### config.mk
export PLATFORM = sky130hd
export DESIGN_NAME = fetch_stage_flat
export DESIGN_NICKNAME = d
export VERILOG_FILES = /design/src/rtl/fetch_stage_if.sv /design/src/rtl/fetch_stage.sv /design/src/flat_wrapper.sv
export SDC_FILE = /design/constraint.sdc
export NUM_CORES = 1
export LEC_CHECK = 0
export ABC_AREA = 1
export CAP_MARGIN = 20
export CORE_ASPECT_RATIO = 0.8
export CORE_UTILIZATION = 35
export CTS_BUF_LIST = sky130_fd_sc_hd__clkbuf_8
export CTS_CLUSTER_SIZE = 28
export DETAILED_ROUTE_END_ITERATION = 8
export PLACE_DENSITY = 0.65
export SYNTH_ARGS = -nofsm -noshare
export SYNTH_HDL_FRONTEND = slang
export SYNTH_SLANG_ARGS = --single-unit
### constraint.sdc
create_clock -name clk -period 23.2 [get_ports clk]
set_clock_uncertainty 0.05 [all_clocks]
set_input_delay 4.64 -clock clk [delete_from_list [all_inputs] [get_ports clk]]
set_output_delay 4.64 -clock clk [all_outputs]
set_load 0.02 [all_outputs]
### src/rtl/fetch_stage_if.sv
// Fetch-side bundle: instruction-memory request/response, redirect input and the
// buffered instruction handed to decode. master = fetch stage, slave = its neighbours.
interface fetch_stage_if;
    typedef struct packed {
        logic [31:0] inst;
        logic [63:0] inst_pc;
        logic        inst_signal;
    } if_id_t;

    logic        ireq_valid;
    logic [63:0] ireq_addr;
    logic        iresp_ok;
    logic [31:0] iresp_data;
    logic        id_ready;
    logic        redirect_valid;
    logic [63:0] redirect_pc;
    if_id_t      if_id_state;

    modport master (
        output ireq_valid, ireq_addr, if_id_state,
        input  iresp_ok, iresp_data, id_ready, redirect_valid, redirect_pc
    );

    modport slave (
        input  ireq_valid, ireq_addr, if_id_state,
        output iresp_ok, iresp_data, id_ready, redirect_valid, redirect_pc
    );
endinterface

### src/rtl/fetch_stage.sv
// Instruction-fetch stage: one outstanding imem read, one-entry output buffer to decode,
// redirects drain any in-flight read before fetching the new target.
module fetch_stage #(
    parameter logic [63:0] RESET_PC = 64'h8000_0000
) (
    input  logic          clk,
    input  logic          rst,
    fetch_stage_if.master bus
);
    typedef enum logic [1:0] {IDLE, REQ, HOLD, DRAIN} state_t;

    state_t      state_q;
    logic [63:0] fetch_pc_q;
    logic [63:0] drain_addr_q;
    logic [31:0] inst_q;
    logic [63:0] inst_pc_q;
    logic        inst_valid_q;
    logic [63:0] target;

    assign target = bus.redirect_pc & ~64'h3;

    always_ff @(posedge clk or posedge rst) begin
        if (rst) begin
            state_q      <= IDLE;
            fetch_pc_q   <= RESET_PC;
            drain_addr_q <= '0;
            inst_q       <= '0;
            inst_pc_q    <= '0;
            inst_valid_q <= 1'b0;
        end else begin
            case (state_q)
                IDLE: begin
                    if (bus.redirect_valid) fetch_pc_q <= target;
                    state_q <= REQ;
                end
                REQ: begin
                    if (bus.redirect_valid) begin
                        fetch_pc_q <= target;
                        // Completed read can be dropped outright; a pending one must drain.
                        if (!bus.iresp_ok) begin
                            drain_addr_q <= fetch_pc_q;
                            state_q      <= DRAIN;
                        end
                    end else if (bus.iresp_ok) begin
                        inst_q       <= bus.iresp_data;
                        inst_pc_q    <= fetch_pc_q;
                        inst_valid_q <= 1'b1;
                        fetch_pc_q   <= fetch_pc_q + 64'd4;
                        state_q      <= HOLD;
                    end
                end
                HOLD: begin
                    if (bus.redirect_valid) begin
                        fetch_pc_q   <= target;
                        inst_valid_q <= 1'b0;
                        state_q      <= REQ;
                    end else if (bus.id_ready) begin
                        inst_valid_q <= 1'b0;
                        state_q      <= REQ;
                    end
                end
                DRAIN: begin
                    if (bus.redirect_valid) fetch_pc_q <= target;
                    if (bus.iresp_ok) state_q <= REQ;
                end
                default: state_q <= IDLE;
            endcase
        end
    end

    // The stale address lives in drain_addr_q so fetch_pc_q can track later redirects.
    assign bus.ireq_valid  = (state_q == REQ) || (state_q == DRAIN);
    assign bus.ireq_addr   = (state_q == DRAIN) ? drain_addr_q :
                             (state_q == REQ)   ? fetch_pc_q   : 64'd0;
    assign bus.if_id_state = {inst_q, inst_pc_q, inst_valid_q};
endmodule
### src/flat_wrapper.sv
// flat-port wrapper written by rule: the top's interface ports become plain ports
module fetch_stage_flat 
#(
    parameter logic [63:0] RESET_PC = 64'h8000_0000
)
  (clk, rst, bus_ireq_valid, bus_ireq_addr, bus_if_id_state, bus_iresp_ok, bus_iresp_data, bus_id_ready, bus_redirect_valid, bus_redirect_pc);
  fetch_stage_if bus_i ();
  input  logic clk;
  input  logic rst;
  output wire logic [$bits(bus_i.ireq_valid)-1:0] bus_ireq_valid;
  output wire logic [$bits(bus_i.ireq_addr)-1:0] bus_ireq_addr;
  output wire logic [$bits(bus_i.if_id_state)-1:0] bus_if_id_state;
  input wire logic [$bits(bus_i.iresp_ok)-1:0] bus_iresp_ok;
  input wire logic [$bits(bus_i.iresp_data)-1:0] bus_iresp_data;
  input wire logic [$bits(bus_i.id_ready)-1:0] bus_id_ready;
  input wire logic [$bits(bus_i.redirect_valid)-1:0] bus_redirect_valid;
  input wire logic [$bits(bus_i.redirect_pc)-1:0] bus_redirect_pc;
  assign bus_ireq_valid = bus_i.ireq_valid;
  assign bus_ireq_addr = bus_i.ireq_addr;
  assign bus_if_id_state = bus_i.if_id_state;
  assign bus_i.iresp_ok = bus_iresp_ok;
  assign bus_i.iresp_data = bus_iresp_data;
  assign bus_i.id_ready = bus_id_ready;
  assign bus_i.redirect_valid = bus_redirect_valid;
  assign bus_i.redirect_pc = bus_redirect_pc;
  fetch_stage #(.RESET_PC(RESET_PC)) u_core (.clk(clk), .rst(rst), .bus(bus_i));
endmodule
# After elaboration in Yosys (flattened, before gate mapping)
# Index checks and enable logic that the tools add are counted.
# W data, S select, Z words.
[word_totals]
register_bits = 227
wordCells = 46
output_inout_bits = 162
inputBits = 101
[classes]
n_bitwise = 2
n_reduce_logical = 9
addsub = 1
n_eq_ne = 10
muxes = 18
[ops]
columns = ["cell", "count"]
rows = [
  ["$mux W64", 5],
  ["$pmux W64 S2", 1],
  ["$add A64 B3 Y64 const B", 1],
  ["$mux W2", 6],
  ["$ne A3 B3 Y1 const B", 3],
  ["$pmux W2 S4", 1],
  ["$reduce_and A4 Y1", 2],
  ["$ne A2 B2 Y1 const B", 3],
  ["$reduce_and A3 Y1", 2],
  ["$eq A2 B2 Y1 const B", 2],
  ["$mux W1", 4],
  ["$reduce_or A3 Y1", 1],
  ["$eq A2 B1 Y1 const B", 1],
  ["$logic_not A2 Y1", 1],
  ["$ne A2 B1 Y1 const B", 1],
  ["$not A1 Y1", 2],
  ["$pmux W1 S2", 1],
  ["$reduce_and A2 Y1", 1],
  ["$reduce_bool A2 Y1", 1],
  ["$logic_or A1 B1 Y1", 1],
]

# Depth between registers and ports, before layout
# Gate-level depths: netlist (run 1).
[logic_depth]
depth_word = 4
depth_mapped = 12
mapped_depth_nobuf = 12

# Least setup slack after synthesis (run 1)
# Ideal clock, no wire load.
[synth_path]
kind = "register to output"
from = "register u_core.state_q[1]"
to = "output port bus_ireq_addr[10]"
required_ns = 18.510
setup_slack_ns = 17.073
path_buffers = 1
arrival_time_ns = 1.437
path_stages_with_launch = 5
cell_sequence = "dfrtp_1 nor2_4 clkinv_1 clkbuf_1 o21ai_0"
[synth_between]
elab_chain_cells = 3
word_cells_on_any_way = 4
classes_between = "eq/ne (2); mux (2)"
[synth_lines]
columns = ["item", "line", "text"]
rows = [
  ["start, declared", "fetch_stage.sv:12", "state_t state_q;"],
  ["start signal, assigned", "fetch_stage.sv:24", "state_q <= IDLE;"],
  ["start signal, assigned", "fetch_stage.sv:34", "state_q <= REQ;"],
  ["start signal, assigned", "fetch_stage.sv:42", "state_q <= DRAIN;"],
  ["$eq A2 B1 Y1", "fetch_stage.sv:74", "(state_q == REQ) ? fetch_pc_q : 64'd0;"],
  ["$mux W64", "fetch_stage.sv:74", ""],
  ["$mux W64 (*)", "fetch_stage.sv:73", "assign bus.ireq_addr = (state_q == DRAIN) ? drain_addr_q :"],
  ["end, declared", "flat_wrapper.sv:11", "output wire logic [$bits(bus_i.ireq_addr)-1:0] bus_ireq_addr;"],
]
# Every way passes the cells marked *; elsewhere a longest branch is shown, timed or not.

# Worst setup path after layout (run 1)
[layout_path]
from = "register u_core.state_q[1]"
to = "output port bus_ireq_addr[45]"
# Same word-level chain as after synthesis.

==> metrics.md, run 1 <==
| Metric | Value |
|---|---|
| Worst setup path startpoint | `u_core.state_q[1]$_DFFE_PP0P_` |
| CTS tree | `built` |
| Cell with the most instances after synthesis | `nand2_1` |
| Worst hold-check path type | `reg -> reg` |
| Final worst path period need | `~8.6 ns` |
| Post-synth top area cell | `dfrtp_1` |
| Clock root cell | `clkbuf_8` |
| Longest Clk Path Bufs | `3` |
| Rows | `58` |
| Hold Vio Cnt, Final | `0` |
| Area Overhead vs Synth | `32.2%` |
| Post-synthesis cell count | `between 1,500 and 2,000` |
| H-tree depth | `2` |
| Vias post-DR | `about 11,000` |
| DR pass1 iterations | `5` |
| EDFF count, synth | `0` |
| Fin. max-slew vios | `0` |
| R2R Setup Slk | `approximately 20 ns` |
| Vias in the first global route | `between 10,000 and 15,000` |
| Gr usage total | `between 20% and 30%` |
| CTS sink count | `~220` |
| Chip Height | `between 150 and 200 um` |
| Die area | `about 34,000 um^2` |
| Worst-Skew Late Latency | `0.57 ns` |
| Pin count of the biggest net entering global routing | `approximately 130` |
| Worst Path Required | `approximately 19 ns` |
| RSZ-0062 raised after global routing | `false` |
| WL/cell | `~18 um` |
| Number of port buffers | `256` |
| Vias per cell | `roughly 5.0` |
| Inserted Clock Buffers | `just over 40` |
| Antenna viol nets, final | `0` |
| Max Freq | `around 0.12 GHz` |
| Synth Cell Area | `11,500 um^2` |
| Startpoint types | `flop` |
| Setup-failing EPs final | `0` |
| Yosys cell types | `36` |
| Die width | `205 um` |
| Worst reg2reg path depth | `9` |
| # Post-CTS Setup Buffers | `0` |
| P_leak | `~0.007 uW` |
| Area contributors post-synth | `dfrtp_1, nand2_1, o21ai_0` |
| Initial antenna violation count | `2` |
| Overflow after GRT | `0` |
| Hold depth | `2` |
| Top_reg_cell synth | `dfrtp_1` |
| Worst r2r src | `u_core.state_q[1]$_DFFE_PP0P_` |
| Core area | `around 32,000 um^2` |
| RePlAce Congestion | `0.960` |
| Least-Margin Pin Slew | `between 0.9 and 1 ns` |
| Power Density | `about 130 nW/um^2` |
| Crit. End Element | `primary output` |
| Crit Path Max Fanout | `between 60 and 70` |
| Synth top cells by count | `nand2_1, dfrtp_1, o21ai_0` |
| Post-synthesis register bit count | `221` |
| Syn avg cell area | `a little over 7 um^2` |
| Hold_sp | `u_core.inst_q[3]$_DFFE_PP0P_` |
| Top cell type's share of synthesized area | `a little under half` |
| Cts repair resizes | `0` |
| Status | `completed` |
| Crit path DAT | `around 4 ns` |
| Tcrit/Tclk final | `a little under two fifths` |
| Relative slew slack | `33.8%` |
| Multi-input gate area | `just over 5000 um^2` |
| Initial Util | `between 30% and 40%` |
| I/O pin count | `263` |
| Worst Setup Path Type | `reg -> out` |
| Ys async rst share | `100%` |
| Syn. warnings | `0` |
| Clk slew on worst S/H paths | `0.06 ns` |
| Filler cells | `3,204` |
| Max_cap viols | `0` |
| Setup TNS Final | `0 ns` |
| Reg area | `about 5500 um^2` |
| First-pass GRT wire length | `around 63,000 um` |
| CTS Hold Buffers Added | `0` |
| Layout cell share with drive strength beyond 1 | `approximately 5.9%` |
| NumNets Final | `just under 2,000` |
| Hpwl dp | `between 20,000 and 30,000 um` |
| DRC | `0` |
| Sequential share of the synthesized area | `48.1%` |
| Routed WL | `roughly 40,000 um` |
| WHS | `~0.42 ns` |
| Max VDD drop | `0.0772 mV` |
| DR iter-0 viols | `approximately 880` |
-- power breakdown --
| group | switching, uW | total, uW | internal [uW] |
|---|---|---|---|
| combinational | 571 | 961 | 390 |
| sequential | 115 | 665 | 550 |
| clock | 173 | 387 | 214 |
| total | 859 | 2010 | 1150 |
-- final timing paths --
kind                                                          end
worst min register to register       u_core.inst_q[3]$_DFFE_PP0P_
worst max register to register  u_core.fetch_pc_q[42]$_DFFE_PP0P_
min in group asynchronous           u_core.inst_q[29]$_DFFE_PP0P_
worst max-delay path                            bus_ireq_addr[45]
max in group asynchronous        u_core.inst_pc_q[34]$_DFFE_PP0P_
worst min-delay path                 u_core.inst_q[3]$_DFFE_PP0P_
-- sequential cells by signal (all words and copies together) (netlist names) --
signal	cells
u_core.inst_pc_q	62
u_core.drain_addr_q	62
u_core.inst_q	32
u_core.inst_valid_q	1
u_core.state_q	2
u_core.fetch_pc_q	62
-- per-layer routing --
metal	global-route usage, %	vias to the layer above	routed length (um)
met4	6.11	2	685
met5	0	-	12
met3	7.46	47	3640
li1	-	5589	-
met2	35.9	411	17000
met1	34.5	5411	18900
-- cells in the final DEF, fill, tap and decap left out, types with 2 or more instances in the layout --
cell,netlist,routed
buf_4,6,10
o211ai_1,4,4
clkbuf_8,0,56
inv_2,7,6
a21oi_1,26,26
o22ai_1,17,17
nand4_1,12,12
o21ai_0,198,198
o21bai_1,4,4
dfrtp_1,220,218
nand3_1,126,125
nand2_2,10,10
inv_1,107,117
nor3_1,6,6
clkinvlp_4,0,3
nand2_1,596,596
nor2_2,7,7
conb_1,1,4
o21ai_1,25,25
nor2_4,7,7
clkdlybuf4s50_1,0,256
buf_16,0,2
dfrtp_2,0,2
nor2_1,129,129
-- final cells by class --
| type | instances | area share [%] |
|---|---|---|
| clock buffers | 56 | 5.07 |
| clock inverters | 15 | 0.452 |
| diodes | 1 | 0.0165 |
| flip-flops and latches | 221 | 36.4 |
| well taps | 420 | 3.46 |
| multi-input cells | 1182 | 34.0 |
| inverters | 115 | 2.90 |
| repair buffers | 268 | 17.7 |
-- worst max-delay path, cell delays in order (launching register included) --
cell and delay [ns]:
dfrtp_2 0.38, buf_4 0.33, nor2_4 0.32, clkinv_1 0.66, buf_4 0.52, o21ai_0 0.37
clkdlybuf4s50_1 0.67
-- through the flow --
stage	setup slack, ns	total power (uW)	std cells	util, %	cell area [um^2]
after detailed placement	14.71	1630	2204	44.9	14300
after global routing	14.33	2160	2277	47.7	15200
after global placement	14.80	1620	2204	44.9	14300
after CTS	14.52	2030	2275	47.6	15200
after floorplan	12.46	1180	1602	-	11500
final	14.62	2010	2278	47.7	15200
-- cell families after synthesis --
kind of cell / share of synthesized area, %
and+or+nand+nor: 31.8
AOI/OAI and AO/OA: 12.8
DFF: 48.1
buffers and inverters: 7.13
xor gates and xnor gates: 0.0762
adders and majority gates: 0.109
other: 0.0326
Power figures use the tool's default switching activity.
==> inputs of run 2 (changes only) <==
--- a/config.mk
+++ b/config.mk
@@ -12,7 +12,7 @@
 export CTS_BUF_LIST = sky130_fd_sc_hd__clkbuf_8
 export CTS_CLUSTER_SIZE = 28
 export DETAILED_ROUTE_END_ITERATION = 8
-export PLACE_DENSITY = 0.65
+export PLACE_DENSITY = 0.67
 export SYNTH_ARGS = -nofsm -noshare
 export SYNTH_HDL_FRONTEND = slang
 export SYNTH_SLANG_ARGS = --single-unit
==> constraint.sdc (replaced) <==
create_clock -name clk -period 7.35 [get_ports clk]
set_clock_uncertainty 0.05 [all_clocks]
set_input_delay 1.47 -clock clk [delete_from_list [all_inputs] [get_ports clk]]
set_output_delay 1.47 -clock clk [all_outputs]
set_load 0.02 [all_outputs]
==> run 2 against run 1 <==
  * Setup slack worse by 11 ns
  * Final area about the same
  * Register-to-register slack worse by 15 ns
  * Critical path depth down 2
==> metrics.md, run 2 (synthesized netlist as in run 1, its figures left out) <==
| Metric | Value |
|---|---|
| Die width | `205 um (unchanged)` |
| Hpwl dp | `28,400 um (about the same)` |
| Worst reg2reg path depth | `11 (+2)` |
| Worst Path Required | `5.83 ns (-12.68 ns)` |
| Hold depth | `2 (unchanged)` |
| RePlAce Congestion | `0.970 (+1.0%)` |
| CP max stage delay | `0.66 ns (about the same)` |
| GR peak layer | `met2` |
| Worst r2r src | `u_core.fetch_pc_q[25]$_DFFE_PP0P_` |
| Max_cap viols | `0 (unchanged)` |
| Commonest non-fill, non-tap cell in the layout | `nand2_1` |
| Initial antenna violation count | `3 (+1)` |
| Layout cell share with drive strength beyond 1 | `5.92% (+0.054 points)` |
| Final Power | `6310 uW (+210%)` |
| CTS Hold Buffers Added | `0 (unchanged)` |
| Die area | `33,600 um^2 (unchanged)` |
| CTS sink count | `221 (unchanged)` |
| Crit path DAT | `2.59 ns (-1.30 ns)` |
| RSZ-0062 raised after global routing | `false` |
| Setup-failing EPs final | `0 (unchanged)` |
| # Post-CTS Setup Buffers | `0 (unchanged)` |
| WL/cell | `17.5 um (-0.95%)` |
| Initial Util | `36.1% (unchanged)` |
| Worst R2R End | `u_core.fetch_pc_q[44]$_DFFE_PP0P_` |
| Met1 Use GR | `34.5% (about the same)` |
| Number of port buffers | `256 (unchanged)` |
| Crit. End Element | `primary output` |
| H-tree depth | `2 (unchanged)` |
| Worst-Skew Late Latency | `0.57 ns (about the same)` |
| Tcrit/Tclk final | `between 50% and 60%` |
| Vias in the first global route | `10,900 (-2.3%)` |
| Cts repair resizes | `0 (unchanged)` |
| DR iter-0 viols | `814 (-7.1%)` |
| Clk slew on worst S/H paths | `0.06 ns (about the same)` |
| Clock root cell | `clkbuf_8` |
| Startpoint types | `flop` |
| P_leak | `0.00703 uW (about the same)` |
| Worst Setup Path Type | `reg -> out` |
| Worst hold-check path type | `reg -> reg` |
| Worst path top cell family by delay | `buffers and inverters` |
| Least-Margin Pin Slew | `0.988 ns (-0.00410 ns)` |
| Longest Clk Path Bufs | `3 (unchanged)` |
| Hold Vio Cnt, Final | `0 (unchanged)` |
| Area Overhead vs Synth | `32.2% (about the same)` |
| Power Density | `415 nW/um^2 (+210%)` |
| Overflow after GRT | `0 (unchanged)` |
| Relative slew slack | `34.1% (+0.37 points)` |
| Final worst path period need | `4.11 ns` |
| Routed WL | `39,800 um (-0.91%)` |
| Pin count of the biggest net entering global routing | `153 (+22%)` |
| WHS Endpoint | `u_core.inst_q[30]$_DFFE_PP0P_` |
| Vias per cell | `5.04 (+0.23%)` |
| Setup TNS Final | `0 ns (unchanged)` |
| Fin. max-slew vios | `0 (unchanged)` |
| Rows | `58 (unchanged)` |
| I/O pin count | `263 (unchanged)` |
| Max Freq | `0.243 GHz` |
| CP Buf/Inv Count | `2 (-2)` |
| NumNets Final | `1,933 (+0.10%)` |
| CP max stage cell | `clkdlybuf4s50_1` |
| DR pass1 iterations | `5 (unchanged)` |
| Antenna viol nets, final | `0 (unchanged)` |
| CP Cell Sequence | `buf_4, nand3_1, o21ai_0, clkdlybuf4s50_1` |
| First-pass GRT wire length | `62,300 um (-1.2%)` |
| CTS tree | `built` |
| GR Layer Usage met2 | `34.8% (-1.2 points)` |
| DRC | `0 (unchanged)` |
| Crit Path Max Fanout | `65 (-1.5%)` |
| Chip Height | `164 um (unchanged)` |
| R2R Setup Slk | `4.80 ns (-14.82 ns)` |
| Top flop regs | `u_core.drain_addr_q x62, u_core.fetch_pc_q x62, u_core.inst_pc_q x62` |
| Max VDD drop | `0.248 mV (+220%)` |
| Hold_sp | `u_core.inst_q[30]$_DFFE_PP0P_` |
| Vias post-DR | `11,500 (+0.27%)` |
| Most frequent cells in the layout | `nand2_1, clkdlybuf4s50_1, dfrtp_1` |
| Met3 Usage GRT | `7.20% (-0.26 points)` |
| Gr usage total | `24.0% (-0.37 points)` |
| Core area | `31,900 um^2 (unchanged)` |
| Inserted Clock Buffers | `39 (-4.9%)` |
| Status | `completed` |
run 2: worst min-delay path: cells and delay by family, from the launching register on:
kind | cells | cell delay (ns)
DFF | 1 | 0.34
and+or+nand+nor | 2 | 0.10
run 2: final cells by class:
type,instances,area [um^2]
inverter,115,438
timing repair buffer,272,2750
antenna,2,5.00
sequential,221,5530
fill,3262,16700
multi-input combinational,1182,5170
clock buffer,49,674
clock inverter,18,103
tap,420,526
run 2: power by group:
part	total (uW)	internal (uW)	switching [uW]
clock	1170	633	533
combinational	3040	1250	1800
sequential	2100	1740	363
run 2: how the worst max path moves through the flow:
stage                                        from                             endpoint  cells after the start
finish              u_core.state_q[1]$_DFFE_PP0P_                    bus_ireq_addr[38]                      4
global route        u_core.state_q[1]$_DFFE_PP0P_                    bus_ireq_addr[38]                      4
CTS                 u_core.state_q[1]$_DFFE_PP0P_                    bus_ireq_addr[38]                      4
detailed placement             bus_redirect_valid     u_core.fetch_pc_q[8]$_DFFE_PP0P_                     10
global placement               bus_redirect_valid     u_core.fetch_pc_q[8]$_DFFE_PP0P_                     10
floorplan                                     rst  u_core.drain_addr_q[10]$_DFFE_PP0P_                      1
run 2: layer usage:
layer | up-vias | share of wire [%] | wire length (um)
met2 | 454 | 42 | 16700
met3 | 60 | 9.3 | 3720
met5 | - | 0.028 | 11
li1 | 5606 | - | -
met1 | 5369 | 47 | 18700
met4 | 2 | 1.9 | 759
run 2: stage by stage:
step	instance area, um^2	hold slack (ns)	worst slack, ns	util, %	std cells
after detailed placement	14400	0.408	3.31	45.1	2208
after CTS	15100	0.422	3.21	47.5	2275
final	15200	0.418	3.24	47.7	2279
after global routing	15200	0.447	3.05	47.7	2277
after floorplan	11500	0.403	2.95	-	1602
after global placement	14400	0.403	3.31	45.1	2208
==> inputs of run 3 (changes only) <==
==> constraint.sdc (replaced) <==
create_clock -name clk -period 3.7 [get_ports clk]
set_clock_uncertainty 0.05 [all_clocks]
set_input_delay 0.74 -clock clk [delete_from_list [all_inputs] [get_ports clk]]
set_output_delay 0.74 -clock clk [all_outputs]
set_load 0.02 [all_outputs]
==> run 3 against run 2 <==
  * First-iteration DRC count is 2.3% lower
  * Final area increased by 0.54%
  * Clock power rose by 110%
  * Setup slack worse by 2.9 ns
  * Sequential cell count stayed put
  * Utilization rose by 0.26 points
  * Die area stayed put
  * Sequential power increased by 99%
  * Global-route usage up 0.18 points
  * Combinational power is 99% higher
  * Register-to-register slack worse by 3.6 ns
  * Worst hold slack hardly changed
  * Critical path type unchanged
  * Largest cell class unchanged
  * Largest power group unchanged
==> metrics.md, run 3 (synthesized netlist as in run 1, its figures left out) <==
| Metric | Value |
|---|---|
| WL/cell | `17.6 um (+0.67%)` |
| Final core occ | `48.0% (+0.26 points)` |
| Initial Util | `36.1% (unchanged)` |
| Most frequent cells in the layout | `nand2_1, clkdlybuf4s50_1, dfrtp_1` |
| Vias per cell | `5.02 (-0.47%)` |
| Clock root cell | `clkbuf_8` |
| Die area | `33,600 um^2 (unchanged)` |
| Routed WL | `40,200 um (+0.94%)` |
| Status | `completed` |
| Placed Area | `14,500 um^2 (+0.70%)` |
| Pin count of the biggest net entering global routing | `87 (-43%)` |
| CTS sink count | `221 (unchanged)` |
| First-pass GRT wire length | `62,500 um (+0.33%)` |
| Vias in the first global route | `10,900 (+0.45%)` |
| Multi-input gate area | `5170 um^2 (unchanged)` |
| Worst hold-check path type | `reg -> reg` |
| Least-Margin Pin Slew | `0.803 ns (-0.185 ns)` |
| # Post-CTS Setup Buffers | `0 (unchanged)` |
| Max Freq | `around 0.29 GHz` |
| CTS Hold Buffers Added | `0 (unchanged)` |
| Hpwl dp | `29,700 um (+4.3%)` |
| Commonest non-fill, non-tap cell in the layout | `nand2_1` |
| Area Overhead vs Synth | `32.9%` |
| Worst-Skew Late Latency | `0.58 ns (about the same)` |
| CTS tree | `built` |
| CP max stage cell | `clkdlybuf4s50_1` |
| Rows | `58 (unchanged)` |
| Die width | `205 um (unchanged)` |
| Gr usage total | `24.2% (+0.18 points)` |
| Overflow after GRT | `0 (unchanged)` |
| P_leak | `0.00707 uW (+0.55%)` |
| Cts repair resizes | `0 (unchanged)` |
| H-tree depth | `2 (unchanged)` |
| Chip Height | `164 um (unchanged)` |
| I/O pin count | `263 (unchanged)` |
| Startpoint types | `flop` |
| Vias post-DR | `11,500 (-0.21%)` |
| Setup TNS Final | `0 ns (unchanged)` |
| RePlAce Congestion | `0.933 (-3.8%)` |
| Number of port buffers | `256 (unchanged)` |
| Max_cap viols | `0 (unchanged)` |
| Hold Vio Cnt, Final | `0 (unchanged)` |
| RSZ-0062 raised after global routing | `false` |
| Core area | `31,900 um^2 (unchanged)` |
| Longest Clk Path Bufs | `3 (unchanged)` |
| Power Density | `828 nW/um^2 (+100%)` |
| Fin. max-slew vios | `0 (unchanged)` |
| Clk slew on worst S/H paths | `0.07 ns (about the same)` |
| NumNets Final | `1,939 (+0.31%)` |
| Crit Path Max Fanout | `65 (unchanged)` |
| Initial antenna violation count | `1 (-2)` |
| Crit path DAT | `2.61 ns (+0.02 ns)` |
| Worst Setup Path Type | `reg -> out` |
| CP max stage delay | `0.66 ns (about the same)` |
| Inserted Clock Buffers | `40 (+2.6%)` |
| Antenna viol nets, final | `0 (unchanged)` |
| Final Power | `12,700 uW (+100%)` |
| DR iter-0 viols | `795 (-2.3%)` |
| DRC | `0 (unchanged)` |
| R2R Setup Slk | `1.21 ns (-3.59 ns)` |
| Worst path top cell family by delay | `buffers and inverters` |
| Crit. End Element | `primary output` |
| Relative slew slack | `46.5% (+12 points)` |
| Final instance area | `15,300 um^2 (+0.54%)` |
| Setup-failing EPs final | `0 (unchanged)` |
| Top flop regs | `u_core.drain_addr_q x62, u_core.fetch_pc_q x62, u_core.inst_pc_q x62` |
| Filler cells | `3,178 (-2.6%)` |
| Final worst path period need | `~3.4 ns` |
| Worst Path Required | `2.91 ns (-2.92 ns)` |
| CP Cell Sequence | `buf_4, nand3_1, o21ai_0, clkdlybuf4s50_1` |
| Tcrit/Tclk final | `between 90% and 100%` |
| CP Buf/Inv Count | `2 (unchanged)` |
| Reg area | `5530 um^2 (unchanged)` |
| Layout cell share with drive strength beyond 1 | `6.33% (+0.41 points)` |
| DR pass1 iterations | `6 (+1)` |
| Max VDD drop | `0.491 mV (+98%)` |
## run 3: worst reg2reg max path, delay by kind of cell (launching register included)
| family | cells | cell delay (ns) |
|---|---|---|
| simple gates | 10 | 1.81 |
| flops | 1 | 0.44 |
| buf+inv | 1 | 0.08 |
## run 3: power breakdown
| group | switching [uW] | internal (uW) | total, uW |
|---|---|---|---|
| registers | 735 | 3450 | 4180 |
| clock network | 1090 | 1330 | 2420 |
| logic | 3570 | 2480 | 6050 |
| total | 5400 | 7260 | 12700 |
## run 3: layout make-up
cell class,instances,share of cell area (%)
Sequential cell,221,36.2
Multi-Input combinational cell,1182,33.8
Timing Repair Buffer,277,18.3
Clock buffer,49,4.41
Tap cell,420,3.44
Inverter,115,2.87
Clock inverter,20,0.933
Antenna cell,1,0.0164
## run 3: path summary, 6_finish.rpt
kind	from	endpoint	depth (start not counted)
worst min register to register	u_core.inst_q[24]$_DFFE_PP0P_	u_core.inst_q[24]$_DFFE_PP0P_	2
worst min-delay path	u_core.inst_q[24]$_DFFE_PP0P_	u_core.inst_q[24]$_DFFE_PP0P_	2
max in group asynchronous	rst	u_core.inst_pc_q[47]$_DFFE_PP0P_	3
min in group asynchronous	rst	u_core.inst_q[1]$_DFFE_PP0P_	2
worst max-delay path	u_core.state_q[1]$_DFFE_PP0P_	bus_ireq_addr[33]	4
worst max register to register	u_core.fetch_pc_q[25]$_DFFE_PP0P_	u_core.fetch_pc_q[44]$_DFFE_PP0P_	11
## run 3: per-stage QoR
stage	instances	hold WS, ns	setup slack, ns
finish	2285	0.418	0.299
global route	2284	0.448	0.169
CTS	2284	0.422	0.292
detailed placement	2215	0.408	0.904
global placement	2215	0.404	0.942
floorplan	1602	0.403	0.0287
## run 3: layer usage
metal	vias to the layer above	track usage [%]	part of all wire, %
li1	5617	-	-
met1	5382	34.7	47
met2	420	36.3	43
met3	48	6.41	8.8
met4	0	5.39	1.5
met5	-	0	0
